===== config.mk =====
export PLATFORM = sky130hd
export DESIGN_NAME = clock_display_mux
export DESIGN_NICKNAME = d
export VERILOG_FILES = /design/src/rtl/clock_disp_pkg.sv /design/src/rtl/bcd_to_seg7.sv /design/src/rtl/clock_display_mux.sv
export SDC_FILE = /design/constraint.sdc
export NUM_CORES = 1
export LEC_CHECK = 0
export ABC_AREA = 1
export CAP_MARGIN = 30
export CELL_PAD_IN_SITES_DETAIL_PLACEMENT = 1
export CELL_PAD_IN_SITES_GLOBAL_PLACEMENT = 1
export CORE_UTILIZATION = 40
export CTS_CLUSTER_SIZE = 12
export DETAILED_ROUTE_END_ITERATION = 7
export MAX_ROUTING_LAYER = met4
export PLACE_DENSITY_LB_ADDON = 0.1
export SLEW_MARGIN = 20
export SYNTH_ARGS = -nofsm -noshare
export SYNTH_HDL_FRONTEND = slang
export SYNTH_SLANG_ARGS = --single-unit

===== constraint.sdc =====
create_clock -name clk -period 3 [get_ports clk]
set_clock_uncertainty 0.1 [all_clocks]
set_input_delay 0.45 -clock clk [delete_from_list [all_inputs] [get_ports clk]]
set_output_delay 0.45 -clock clk [all_outputs]
set_load 0.02 [all_outputs]

===== src/rtl/clock_disp_pkg.sv =====
`default_nettype none
// ============================================================================
// Module  : clock_disp_pkg
// Brief   : Shared constants for the multiplexed HH:MM:SS seven-segment
//           display: digit count, digit slot indices and glyph patterns.
// Revision: 1.0 - initial release
// ============================================================================
package clock_disp_pkg;

    localparam int NUM_DIGITS = 6;

    // Digit slot indices, left to right on the display
    localparam logic [2:0] HR_T  = 3'd0;
    localparam logic [2:0] HR_U  = 3'd1;
    localparam logic [2:0] MIN_T = 3'd2;
    localparam logic [2:0] MIN_U = 3'd3;
    localparam logic [2:0] SEC_T = 3'd4;
    localparam logic [2:0] SEC_U = 3'd5;

    // Active-high glyphs, bit order {g,f,e,d,c,b,a}
    localparam logic [6:0] SEG_0    = 7'h3F;
    localparam logic [6:0] SEG_1    = 7'h06;
    localparam logic [6:0] SEG_2    = 7'h5B;
    localparam logic [6:0] SEG_3    = 7'h4F;
    localparam logic [6:0] SEG_4    = 7'h66;
    localparam logic [6:0] SEG_5    = 7'h6D;
    localparam logic [6:0] SEG_6    = 7'h7D;
    localparam logic [6:0] SEG_7    = 7'h07;
    localparam logic [6:0] SEG_8    = 7'h7F;
    localparam logic [6:0] SEG_9    = 7'h6F;
    localparam logic [6:0] SEG_DASH = 7'h40;
    localparam logic [6:0] SEG_OFF  = 7'h00;

endpackage : clock_disp_pkg
`default_nettype wire


===== src/rtl/bcd_to_seg7.sv =====
`default_nettype none
// ============================================================================
// Module  : bcd_to_seg7
// Brief   : Combinational BCD to seven-segment decoder (active-high).
//           Non-decimal codes A-F show a dash so bad input is visible.
// Revision: 1.0 - initial release
// ============================================================================
module bcd_to_seg7
    import clock_disp_pkg::*;
(
    input  logic [3:0] i_bcd,
    output logic [6:0] o_seg
);

    // Glyph lookup; anything outside 0-9 is flagged with a dash
    always_comb begin
        o_seg = SEG_DASH;
        case (i_bcd)
            4'd0:    o_seg = SEG_0;
            4'd1:    o_seg = SEG_1;
            4'd2:    o_seg = SEG_2;
            4'd3:    o_seg = SEG_3;
            4'd4:    o_seg = SEG_4;
            4'd5:    o_seg = SEG_5;
            4'd6:    o_seg = SEG_6;
            4'd7:    o_seg = SEG_7;
            4'd8:    o_seg = SEG_8;
            4'd9:    o_seg = SEG_9;
            default: o_seg = SEG_DASH;
        endcase
    end

endmodule : bcd_to_seg7
`default_nettype wire


===== src/rtl/clock_display_mux.sv =====
`default_nettype none
// ============================================================================
// Module  : clock_display_mux
// Brief   : Drives a 6-digit multiplexed seven-segment display from HH:MM:SS
//           BCD digits. Each slot starts with one blank cycle (anti-ghost),
//           digits are snapshotted once per frame, the hours tens digit may
//           be leading-zero blanked and the colon DPs blink.
// Revision: 1.0 - initial release
// ============================================================================
module clock_display_mux
    import clock_disp_pkg::*;
#(
    parameter int REFRESH_DIV    = 4,
    parameter int BLINK_FRAMES   = 500,
    parameter int SEG_ACTIVE_LOW = 0,
    parameter int AN_ACTIVE_LOW  = 0
) (
    input  logic       clk,
    input  logic       rst,
    input  logic [3:0] ms_hr,
    input  logic [3:0] ls_hr,
    input  logic [3:0] ms_min,
    input  logic [3:0] ls_min,
    input  logic [3:0] ms_sec,
    input  logic [3:0] ls_sec,
    input  logic       blank_lz,
    output logic [6:0] seg,
    output logic       dp,
    output logic [5:0] an,
    output logic       frame_start
);

    localparam int DIV_W = $clog2(REFRESH_DIV);
    // A single-frame blink period still needs a 1-bit counter to exist
    localparam int FRM_W = (BLINK_FRAMES > 1) ? $clog2(BLINK_FRAMES) : 1;

    localparam logic c_SEG_INV = (SEG_ACTIVE_LOW != 0);
    localparam logic c_AN_INV  = (AN_ACTIVE_LOW != 0);

    // Sequencing state
    logic [DIV_W-1:0] r_div_cnt;
    logic [2:0]       r_idx;
    logic [FRM_W-1:0] r_frm_cnt;
    logic             r_blink;

    // Per-frame snapshot of the input digits and the blanking request
    logic [3:0]       r_snap [NUM_DIGITS];
    logic             r_blank_lz;

    // Output registers hold the pin-polarity values
    logic [6:0]       r_seg;
    logic             r_dp;
    logic [5:0]       r_an;
    logic             r_frame_start;

    logic             w_div_last;
    logic             w_idx_last;
    logic             w_frm_last;
    logic             w_slot_blank;
    logic             w_snap_en;
    logic [3:0]       w_digit;
    logic [6:0]       w_glyph;
    logic             w_lz_blank;
    logic             w_colon;
    logic [6:0]       w_seg_nxt;
    logic             w_dp_nxt;
    logic [5:0]       w_an_nxt;
    logic             w_fs_nxt;

    assign w_div_last   = (r_div_cnt == DIV_W'(REFRESH_DIV - 1));
    assign w_idx_last   = (r_idx == SEC_U);
    assign w_frm_last   = (r_frm_cnt == FRM_W'(BLINK_FRAMES - 1));
    assign w_slot_blank = (r_div_cnt == '0);
    assign w_snap_en    = w_slot_blank && (r_idx == HR_T);

    // Counter chain: slot cycles -> digit index -> frames -> blink phase
    always_ff @(posedge clk) begin
        if (rst) begin
            r_div_cnt <= '0;
            r_idx     <= '0;
            r_frm_cnt <= '0;
            r_blink   <= 1'b0;
        end else if (w_div_last) begin
            r_div_cnt <= '0;
            if (w_idx_last) begin
                r_idx <= '0;
                if (w_frm_last) begin
                    r_frm_cnt <= '0;
                    r_blink   <= ~r_blink;
                end else begin
                    r_frm_cnt <= r_frm_cnt + FRM_W'(1);
                end
            end else begin
                r_idx <= r_idx + 3'd1;
            end
        end else begin
            r_div_cnt <= r_div_cnt + DIV_W'(1);
        end
    end

    // Latch all digits at the start of each frame so a frame never tears
    always_ff @(posedge clk) begin
        if (rst) begin
            for (int i = 0; i < NUM_DIGITS; i++) begin
                r_snap[i] <= '0;
            end
            r_blank_lz <= 1'b0;
        end else if (w_snap_en) begin
            r_snap[HR_T]  <= ms_hr;
            r_snap[HR_U]  <= ls_hr;
            r_snap[MIN_T] <= ms_min;
            r_snap[MIN_U] <= ls_min;
            r_snap[SEC_T] <= ms_sec;
            r_snap[SEC_U] <= ls_sec;
            r_blank_lz    <= blank_lz;
        end
    end

    // Select the snapshot digit for the current slot
    always_comb begin
        w_digit = r_snap[HR_T];
        case (r_idx)
            HR_T:    w_digit = r_snap[HR_T];
            HR_U:    w_digit = r_snap[HR_U];
            MIN_T:   w_digit = r_snap[MIN_T];
            MIN_U:   w_digit = r_snap[MIN_U];
            SEC_T:   w_digit = r_snap[SEC_T];
            SEC_U:   w_digit = r_snap[SEC_U];
            default: w_digit = r_snap[HR_T];
        endcase
    end

    bcd_to_seg7 u_bcd_to_seg7 (
        .i_bcd (w_digit),
        .o_seg (w_glyph)
    );

    // Only the hours tens digit may be suppressed when it reads zero
    assign w_lz_blank = (r_idx == HR_T) && r_blank_lz && (r_snap[HR_T] == 4'd0);
    assign w_colon    = (r_idx == HR_U) || (r_idx == MIN_U);

    // Next active-high output values for the current state
    always_comb begin
        w_seg_nxt = SEG_OFF;
        w_dp_nxt  = 1'b0;
        w_an_nxt  = '0;
        w_fs_nxt  = 1'b0;
        if (w_slot_blank) begin
            w_fs_nxt = (r_idx == HR_T);
        end else begin
            w_an_nxt  = 6'b000001 << r_idx;
            w_seg_nxt = w_lz_blank ? SEG_OFF : w_glyph;
            w_dp_nxt  = r_blink && w_colon && !w_lz_blank;
        end
    end

    // Registered outputs with pin polarity folded in, reset included
    always_ff @(posedge clk) begin
        if (rst) begin
            r_seg         <= {7{c_SEG_INV}};
            r_dp          <= c_SEG_INV;
            r_an          <= {6{c_AN_INV}};
            r_frame_start <= 1'b0;
        end else begin
            r_seg         <= w_seg_nxt ^ {7{c_SEG_INV}};
            r_dp          <= w_dp_nxt ^ c_SEG_INV;
            r_an          <= w_an_nxt ^ {6{c_AN_INV}};
            r_frame_start <= w_fs_nxt;
        end
    end

    assign seg         = r_seg;
    assign dp          = r_dp;
    assign an          = r_an;
    assign frame_start = r_frame_start;

endmodule : clock_display_mux
`default_nettype wire


======== Yosys cells after proc, flatten, opt, wreduce, memory -nomap -nowiden ========
Memories as Yosys holds them, arrays and structs flattened. A register that Yosys moved wholly into a read port is not among the register bits.
Cells that the tools add are included.
W data, S select, Z words.
storage, ports and cells
  bits in registers ....................... 24
  bits in latches ......................... 0
  memory bits (writable) .................. 24
  memory bits (read-only) ................. 112
  input port bits ......................... 27
  output and inout port bits .............. 15
  word-level logic and storage cells ...... 59
  memories ................................ 2
operators by class
  add/sub/neg operators ................... 3
  multiply operators ...................... 0
  div/mod/pow operators ................... 0
  magnitude comparators ................... 0
  equal/unequal tests ..................... 7
  shifts and indexed selects .............. 1
  multiplexer cells ....................... 14
  bitwise logic cells ..................... 8
  reductions and logical operators ........ 16
memory list
  memory            depth  bits a word  read ports  clocked after memory_dff  wr ports  RTL line                 source
  (name not given)  16     7            1           1                         0         bcd_to_seg7.sv:18        case (i_bcd)
  r_snap            6      4            6           0                         6         clock_display_mux.sv:47  logic [3:0] r_snap [NUM_DIGITS];
operator list
  operator               number
  $mux W4                6
  $pmux W4 S5            1
  $add A9 B1 Y9 const B  1
  $eq A9 B9 Y1 const B   1
  $mux W9                1
  $eq A3 B2 Y1 const B   2
  $eq A3 B3 Y1 const B   2
  $or A1 B1 Y1           6
  $reduce_or A2 Y1       3
  $shl A1 B3 Y6 const A  1
  $logic_and A1 B1 Y1    5
  $mux W1                5
  $logic_not A4 Y1       1
  $add A3 B1 Y3 const B  1
  $eq A3 B1 Y1 const B   1
  $logic_not A3 Y1       1
  $mux W3                1
  $reduce_and A3 Y1      1
  $reduce_or A3 Y1       1
  $add A2 B1 Y2 const B  1
  $eq A2 B2 Y1 const B   1
  $logic_not A2 Y1       1
  $not A1 Y1             2
  $reduce_and A2 Y1      1
  2 further kinds        2

======== Logic depth before layout (Yosys ltp) ========
Gate-level depths: netlist of the first run.
  word-level depth ........................ 6
  gate-level depth with buffers ........... 16
  mapped depth without buffers ............ 15

======== Modules after synthesis ========
A second synthesis of the first run with hierarchy kept.
second synthesis, totals
  cell total of the unflattened synthesis .. 323
  area total of the unflattened synthesis .. 2616.3 um^2
modules (own cells, without submodules)
  module             times used  cells each  area each (um^2)  sequential area each (um^2)
  clock_display_mux  1           283         2398.6            1341.3
  bcd_to_seg7        1           40          217.7             0.0

======== Worst setup path after synthesis of the first run ========
No wires, ideal clock.
  kind .................................... register to register
  start point ............................. reg r_idx[1]
  end point ............................... reg r_seg[3] (netlist: seg[3])
  library setup time ...................... 0.126 ns
  arrival ................................. 1.886 ns
  data required time ...................... 2.774 ns
  path slack .............................. 0.888 ns
  stages on the path, launching flop included .. 15
  buffers on the path ..................... 1
  clock period less this slack ............ 2.112 ns
  path through ............................ dfxtp_1 -> buf_6 -> nand2_1 -> inv_1 -> ha_1 -> a21oi_2 -> nand3_1 -> or2_0 -> nand2_1 -> inv_1 -> ha_1 -> nand2_1 -> nand2_1 -> nand2_1 -> a21oi_1
between the ends
  word-level cells in the longest chain between the ends .. 4
  elaborated cells on any way between the ends .. 10
  those cells by class .................... eq/ne (5); mux (1); reduce/logical (4)
RTL lines
  element                           RTL line                                            source
  start: declaration                clock_display_mux.sv:42                             logic [2:0] r_idx;
  start signal: assignment          clock_display_mux.sv:94                             r_idx <= r_idx + 3'd1;
  $logic_not A3 Y1                  clock_display_mux.sv:122, clock_display_mux.sv:139
  $logic_and A1 B1 Y1 (2 in a row)  clock_display_mux.sv:139                            assign w_lz_blank = (r_idx == HR_T) && r_blank_lz && (r_snap[HR_T] == 4'd0);
  $reduce_or A3 Y1 (no line)        -
  end: declaration                  clock_display_mux.sv:51                             logic [6:0] r_seg;
Parallel ways exist; a longest one is shown, timed or not.
A chain may end at the register's enable or synchronous reset.

======== Final worst setup path of the first run ========
  start point ............................. reg r_idx[2]
  end point ............................... reg r_seg[3] (netlist: seg[3])
Same word-level chain as after synthesis.

==> impl_metrics.ini, run 1 <==
[power]
power_density_nw_per_um2 = 530
p_leak_nw = 1.48
ir_drop_mv = 0.247

[final_layout]
final_util = 0.507
num_antenna_cells = 0
drive_gt1_frac = 0.119
multi_input_area_um2 = 1030
syn_to_final_growth_pct = 21.2
fillers = 760
nNetsFinal = 388
register_area_um2 = 1340

[global_route]
antenna_found_initial = 0
grt_max_degree = 26
overflow = 0
grt_usage = 0.178
grt_pass1_wl_um = 9550
grt_pass1_vias = 2057

[clock_network]
clk_path_buf_depth = 2
cts-root-buf = clkbuf_8
cts_buffers = 5
cts-resized-gates = 0
clock_sink_count = 55
clk_pin_slew_ps = 100
postCtsSetupRepairBufs = 0
h-tree-depth = 2
cts_tree = built
worstSkewPairLatency_ps = 310
hold_buffers = 0

[setup_path]
r2r_start = r_idx[2]
worstRegToRegCells = 13
critPathKind = reg2reg
end_kind = register
regToRegSetupSlack_ps = 410
cp.buffers_inverters = 3
cp_slowest_stage_delay_ps = 610
cpMostUsedCell = nand2_1
crit_required_ps = 3150
reg2reg_to = seg[3]
path_cells = inv_4 > ha_1 > a21oi_2 > nand3_1 > or2_0 > nand2_1 > inv_1 > ha_1 > inv_1 > nand4_1 > nand2_1 > nand2_1 > a21oi_1
cp_top_family = simple AND/OR/NAND/NOR gates
arrival_ps = 2740
setup.worst_path.start_class = register
cp_max_fo = 9
worst_path_max_delay_cell = dfxtp_1

[routing]
drt_iter0_drc = 64
wl_per_cell_um = 12.5
routed_wl_um = 5360
viasPerCell = 4.69
drc_errors = 0
final_antenna_net_count = 0
num_vias = 2010
drt_first_pass_iters = 4

[synth]
netlist_area_um2 = 2670
synthCells = 307
ys_warn_count = 0
syn_area_per_cell_um2 = 8.70
synth_seq_area_share = 0.502
ys_types = 38
synth_nets = 344
synth-seq-cells = 55

[sta]
final_max_slew_viol_count = 0
maxClockFrequency_mhz = 386
hold_viol_final = 0
fin_setup_tns_ps = 0
rsz0062_at_grt = no
slew_headroom = 0.627
period_share = 0.864
worst_slew_pin_slew_ps = 558
period_minus_slack_ps = 2590
setup_viol = 0

[floorplan]
start_util = 0.418
coreArea_um2 = 6390
core.rowCount = 29
ios = 42
die_w_um = 83.7
die_h_um = 83.7
die_area_um2 = 7010

[placed_design]
portBuffers = 41
gp_congestion = 0.800
dp_hpwl_um = 4170

[flow_run]
maxCapViolations = 0

[hold_path]
hold_path_class = reg2reg
hold_depth = 1
hp-start = r_div_cnt[0]
min_to = r_div_cnt[0]

[outcome]
status = completed
## through the flow
| stage | hold slack [ps] | instances | power (mW) | worst slack, ps | area (um^2) |
|---|---|---|---|---|---|
| 5_1_grt | 395 | 429 | 1.82 | 79.9 | 3240 |
| 4_1_cts | 365 | 429 | 1.74 | 424 | 3240 |
| 6_report | 362 | 429 | 1.72 | 409 | 3240 |
| 3_3_place_gp | 334 | 421 | 1.30 | 567 | 3150 |
| 2_1_floorplan | 317 | 307 | 1.17 | 888 | 2670 |
| 3_5_place_dp | 346 | 421 | 1.31 | 460 | 3150 |
## layout make-up
class                           count  area share
Multi-Input combinational cell    184       0.319
Sequential cell                    55       0.414
Timing Repair Buffer               43       0.131
Inverter                           62      0.0769
Clock buffer                        7      0.0267
Clock inverter                      1     0.00155
Tap cell                           77      0.0298
## state kept, by name, indices dropped and copies added (netlist names)
| name | cells |
|---|---|
| r_idx | 3 |
| an | 6 |
| frame_start | 1 |
| r_blank_lz | 1 |
| r_blink | 1 |
| seg | 7 |
| r_snap | 24 |
| r_frm_cnt | 9 |
| r_div_cnt | 2 |
| dp | 1 |
## cell usage in the layout (no fill, tap or decap), types with 2 or more instances in the layout
cell	instances
nand2_4	3
nand4_1	6
inv_2	4
nand3_1	9
inv_1	53
nand3_2	5
nor2_1	44
inv_4	3
nor2_4	2
nand2_2	4
a21oi_1	14
clkbuf_8	6
buf_4	2
nand2_1	53
a21oi_2	2
nor3_1	7
o21ai_0	5
ha_1	10
clkdlybuf4s50_1	41
edfxtp_1	24
nor2_2	4
clkinv_2	2
o21a_1	3
dfxtp_1	31
## how the worst max path moves through the flow
| stage | start | endpoint | slack (ps) | depth (start not counted) |
|---|---|---|---|---|
| 2_1_floorplan | r_idx[1] | seg[3] | 890 | 14 |
| 3_3_place_gp | r_idx[2] | seg[3] | 570 | 12 |
| 3_5_place_dp | r_idx[2] | seg[3] | 460 | 12 |
| 4_1_cts | r_idx[2] | seg[3] | 420 | 13 |
| 5_1_grt | r_idx[2] | seg[3] | 80 | 13 |
| 6_report | r_idx[2] | seg[3] | 410 | 13 |
## Yosys cell counts (all sizes together)
cell     n  share of area
nor2    51          0.087
xor2     1         0.0033
inv     61          0.091
a21oi   16          0.033
nand2   61           0.10
clkinv   1         0.0019
nand3   15          0.042
dfxtp   31           0.23
nor4     1         0.0023
buf      5          0.016
nand3b   1         0.0028
clkbuf   1         0.0014
nand4    7          0.019
o21a     3         0.0084
a211oi   1         0.0028
o32ai    1         0.0033
a31oi    1         0.0023
ha      10          0.047
o21ai    5         0.0094
edfxtp  24           0.27
or2      2         0.0047
nor3b    1         0.0028
nor3     7          0.013
## metal layers
layer | share of wire | wire (um) | global-route usage | vias up
li1 | - | - | - | 1048
met1 | 0.46 | 2490 | 0.218 | 911
met2 | 0.48 | 2550 | 0.286 | 39
met3 | 0.035 | 185 | 0.0336 | 12
met4 | 0.025 | 136 | 0.0770 | 0
met5 | 0 | 0 | - | -
## report_power, final
group | switching [mW] | internal [mW]
logic | 0.224 | 0.149
registers | 0.0377 | 0.879
clock network | 0.240 | 0.187
## logic make-up (layout without fill, tap and decap cells)
logic type / Yosys count / in the layout / share of synthesized area
fa+ha+maj: 10 / 10 / 0.0468
compound gates: 27 / 27 / 0.0590
flops: 55 / 55 / 0.502
simple gates: 146 / 146 / 0.278
buf+inv: 68 / 113 / 0.111
xor+xnor: 1 / 1 / 0.00328
(Power assumes the default switching activity.)
==> inputs of run 2 (changes only) <==
--- a/config.mk
+++ b/config.mk
@@ -9,7 +9,7 @@
 export CAP_MARGIN = 30
 export CELL_PAD_IN_SITES_DETAIL_PLACEMENT = 1
 export CELL_PAD_IN_SITES_GLOBAL_PLACEMENT = 1
-export CORE_UTILIZATION = 40
+export CORE_UTILIZATION = 36
 export CTS_CLUSTER_SIZE = 12
 export DETAILED_ROUTE_END_ITERATION = 7
 export MAX_ROUTING_LAYER = met4
==> constraint.sdc (replaced) <==
create_clock -name clk -period 2.33 [get_ports clk]
set_clock_uncertainty 0.1 [all_clocks]
set_input_delay 0.3495 -clock clk [delete_from_list [all_inputs] [get_ports clk]]
set_output_delay 0.3495 -clock clk [all_outputs]
set_load 0.02 [all_outputs]
==> impl_metrics.ini, run 2 (same netlist as run 1, synthesis figures left out) <==
[flow_run]
maxCapViolations = 0

[hold_path]
hold_path_class = reg2reg

[clock_network]
hold_buffers = 0
cts-root-buf = clkbuf_8
cts_buffers = 5
clk_path_buf_depth = 2
worstSkewPairLatency_ps = 310
clk_pin_slew_ps = 90
h-tree-depth = 2
clock_sink_count = 55
cts_tree = built

[sta]
period_share = 0.892
maxClockFrequency_mhz = 481
rsz0062_at_grt = no
final_max_slew_viol_count = 0
setup_viol = 0
worst_slew_pin_slew_ps = 402
slew_headroom = 0.732
final.setup.worst_slack_ps = 252
period_minus_slack_ps = 2080
fin_setup_tns_ps = 0
whs_ps = 361
hold_viol_final = 0

[routing]
viasPerCell = 4.40
wl_per_cell_um = 11.6
num_vias = 2013
drt_iter0_drc = 36
routed_wl_um = 5310
drc_errors = 0
drt_first_pass_iters = 4
final_antenna_net_count = 0

[global_route]
antenna_found_initial = 0
use_met1 = 0.190
grt_pass1_vias = 2008
grt_pass1_wl_um = 9010
overflow = 0
grt_use_met3 = 0.0330
busiest_layer = met2
grt_max_degree = 26
grt_usage = 0.156
grtUsageMet2 = 0.262

[setup_path]
end_kind = register
crit_required_ps = 2470
cp_max_fo = 6
arrival_ps = 2220
setup.worst_path.start_class = register
critPathKind = reg2reg

[final_layout]
largest_reg_flops = 24
final_cell_mix = 54 x inv_1, 52 x nand2_1, 44 x nor2_1
drive_gt1_frac = 0.142
fillers = 886
syn_to_final_growth_pct = 25.0
final_common_cell = inv_1
largest-register = r_snap
num_antenna_cells = 0
final_util = 0.463
register_area_um2 = 1340
instances_no_fill = 458
multi_input_area_um2 = 1050
nNetsFinal = 395

[floorplan]
die_area_um2 = 7770
start_util = 0.370
core.rowCount = 31
die_h_um = 88.1
coreArea_um2 = 7210
ios = 42
die_w_um = 88.1

[power]
ir_drop_mv = 0.243
power_density_nw_per_um2 = 662
p_leak_nw = 1.52

[placed_design]
pre_cts_ws_ps = 87.4
placed_cells = 447
gp_congestion = 0.779
dp_hpwl_um = 4090
portBuffers = 41

[outcome]
status = completed
[run 2: worst paths after layout]
path,endpoint,slack [ps],startpoint,cells past startpoint
worst max register to register,seg[0],250,r_idx[1],14
worst min register to register,r_div_cnt[0],360,r_div_cnt[0],1
worst min-delay path,r_div_cnt[0],360,r_div_cnt[0],1
worst max-delay path,seg[0],250,r_idx[1],14
[run 2: what timing repair did]
| item | 4_1_cts | 5_1_grt |
|---|---|---|
| endpoints found under the setup margin | 0 | 5 |
| setup buffers | 0 | 3 |
| hold endpoints to repair | 0 | 0 |
| resized for setup | 0 | 3 |
[run 2: critical path, cell delays in order (launching register included)]
cell and delay [ps]:
dfxtp_1 320, nand2_1 80, inv_1 80, ha_4 180, a21oi_2 120, nand3_1 100, or2_0 220, nand2_2 110
inv_1 70, ha_1 190, inv_1 50, nand4_1 120, nand2_1 100, nand2_1 50, a21oi_1 110
[run 2: report_power, final]
part / switching (mW) / internal, mW / total (mW) / leakage, nW
sequential: 0.0352 / 1.13 / 1.17 / 0.516
clock: 0.304 / 0.219 / 0.524 / 0.0498
combinational: 0.305 / 0.217 / 0.522 / 0.955
[run 2: metal layers]
metal | up-vias | part of all wire | wire length (um)
met5 | - | 0 | 0
met4 | 0 | 0.011 | 59
met3 | 5 | 0.035 | 184
met2 | 35 | 0.47 | 2510
met1 | 909 | 0.48 | 2560
li1 | 1064 | - | -
[run 2: through the flow]
stage / instance area, um^2 / power (mW)
final: 3340 / 2.21
after global routing: 3340 / 2.35
after detailed placement: 3220 / 1.70
after floorplan: 2670 / 1.51
after CTS: 3300 / 2.23
after global placement: 3220 / 1.68
[run 2: layout make-up]
type | count | share of cell area
sequential | 55 | 0.402
tap | 99 | 0.0371
timing repair buffer | 50 | 0.147
clock inverter | 2 | 0.00262
multi-input combinational | 184 | 0.314
clock buffer | 6 | 0.0229
inverter | 62 | 0.0746
==> edit, RTL diff (config.mk and constraints of run 2) <==
Add an input register stage for `ms_hr`, cleared by the reset; this delays it by one clock. The other inputs are not delayed to match.
--- a/src/rtl/clock_display_mux.sv
+++ b/src/rtl/clock_display_mux.sv
@@ -36,6 +36,16 @@
 
     localparam logic c_SEG_INV = (SEG_ACTIVE_LOW != 0);
     localparam logic c_AN_INV  = (AN_ACTIVE_LOW != 0);
+
+    logic [3:0] ms_hr_q;
+
+    always_ff @(posedge clk) begin
+        if (rst) begin
+            ms_hr_q <= '0;
+        end else begin
+            ms_hr_q <= ms_hr;
+        end
+    end
 
     // Sequencing state
     logic [DIV_W-1:0] r_div_cnt;
@@ -106,7 +116,7 @@
             end
             r_blank_lz <= 1'b0;
         end else if (w_snap_en) begin
-            r_snap[HR_T]  <= ms_hr;
+            r_snap[HR_T]  <= ms_hr_q;
             r_snap[HR_U]  <= ls_hr;
             r_snap[MIN_T] <= ms_min;
             r_snap[MIN_U] <= ls_min;
Formal check against the unedited RTL: not equivalent (a bounded check fails within 4 cycles, from zero or initial values and one cycle with rst high).
==> edit against run 2 <==
- clock power is 51% higher
- worst setup slack got worse by 0.018 ns
- sequential cell count grew 4
- synthesized area rose by 2.1%
- highest routed layer unchanged
- power increased by 14%
- routed wire length increased by 4.7%
- critical path depth is the same
- largest cell class unchanged
- die area rose by 2.1%
- utilization up 1.2 points
- design area up 3.6%
==> edit: results (changes against run 2) <==
metric,value,unit,change
sw power,702,uW,+9.0%
CTS Buf Count,9,,+4
met2 usage,26.2,%,about the same
Layout Cells excl Fill,476,,+3.9%
Avg WL per Cell,11.7,um,+0.71%
post-detail-place hpwl,4310,um,+5.5%
post-synthesis mux area share,0.367,%,+0.37 points
pre-CTS setup slack,0.0796,ns,-0.00782 ns
Via Count,2107,,+4.7%
Hold Crit Start,r_frm_cnt[8],,
Peak VDD IR,0.000301,V,+24%
Cell Count Post-Placement,459,,+2.7%
end of the worst register-to-register path,seg[3],,
first-pass GRT wire length,9790,um,+8.7%
r2r setup slk,0.23,ns,-0.02 ns
Synth Area in XOR/XNOR,0.963,%,+0.64 points
Nets,409,,+3.5%
compound-cell area share of the yosys netlist,4.50,%,-1.4 points
drt first-iter violations,61,,+69%
M1 WL,2670,um,+4.6%
Post-Syn Area per Cell,8.55,um2,-1.7%
fill count,915,,+3.3%
status,completed,,
met2 routed WL,2540,um,+1.2%
P_comb,481,uW,-7.9%
gr usage total,17.4,%,+1.9 points
Synth Net Count,356,,+3.5%
synth cell count leaders,"nand2_1 (55), inv_1 (54), nor2_1 (53), dfxtp_1 (35), edfxtp_1 (24)",,
Leak Pwr,1.60,nW,+5.0%
CP Max Fanout,7,,+1
dpl cell area,0.00328,mm2,+2.0%
Synth area leaders,"edfxtp_1 (26%), dfxtp_1 (26%), nand2_1 (7.6%), inv_1 (7.4%), nor2_1 (7.3%)",,
crit path DAT,2.25,ns,+0.03 ns
edit: cell count changes after synthesis, moves of 2 or more:
cell and change:
o21a_1 -3, o21ai_0 +2, nand3_2 -2, nor2_1 +9
nand3_1 +4, nand2_1 +2, a21oi_1 -3, dfxtp_1 +4
edit: cell type report:
| class | instances | area (um2) | share of cell area [%] |
|---|---|---|---|
| inverter | 62 | 240 | 6.94 |
| timing repair buffer | 48 | 475 | 13.7 |
| clock buffer | 13 | 149 | 4.30 |
| multi-input combinational | 192 | 1030 | 29.9 |
| clock inverter | 3 | 15.0 | 0.434 |
| tap | 99 | 124 | 3.58 |
| sequential | 59 | 1420 | 41.1 |
edit: critical path, stage by stage (launching register included):
cell and delay (ns):
dfxtp_2 0.37, nand2_1 0.10, inv_1 0.05, ha_2 0.21, nand3b_1 0.18, nor2_2 0.10
nand2_1 0.07, nand3_2 0.12, inv_1 0.12, ha_1 0.19, inv_1 0.05, nand4_1 0.10
nand2_1 0.09, nand2_1 0.04, a21oi_1 0.13
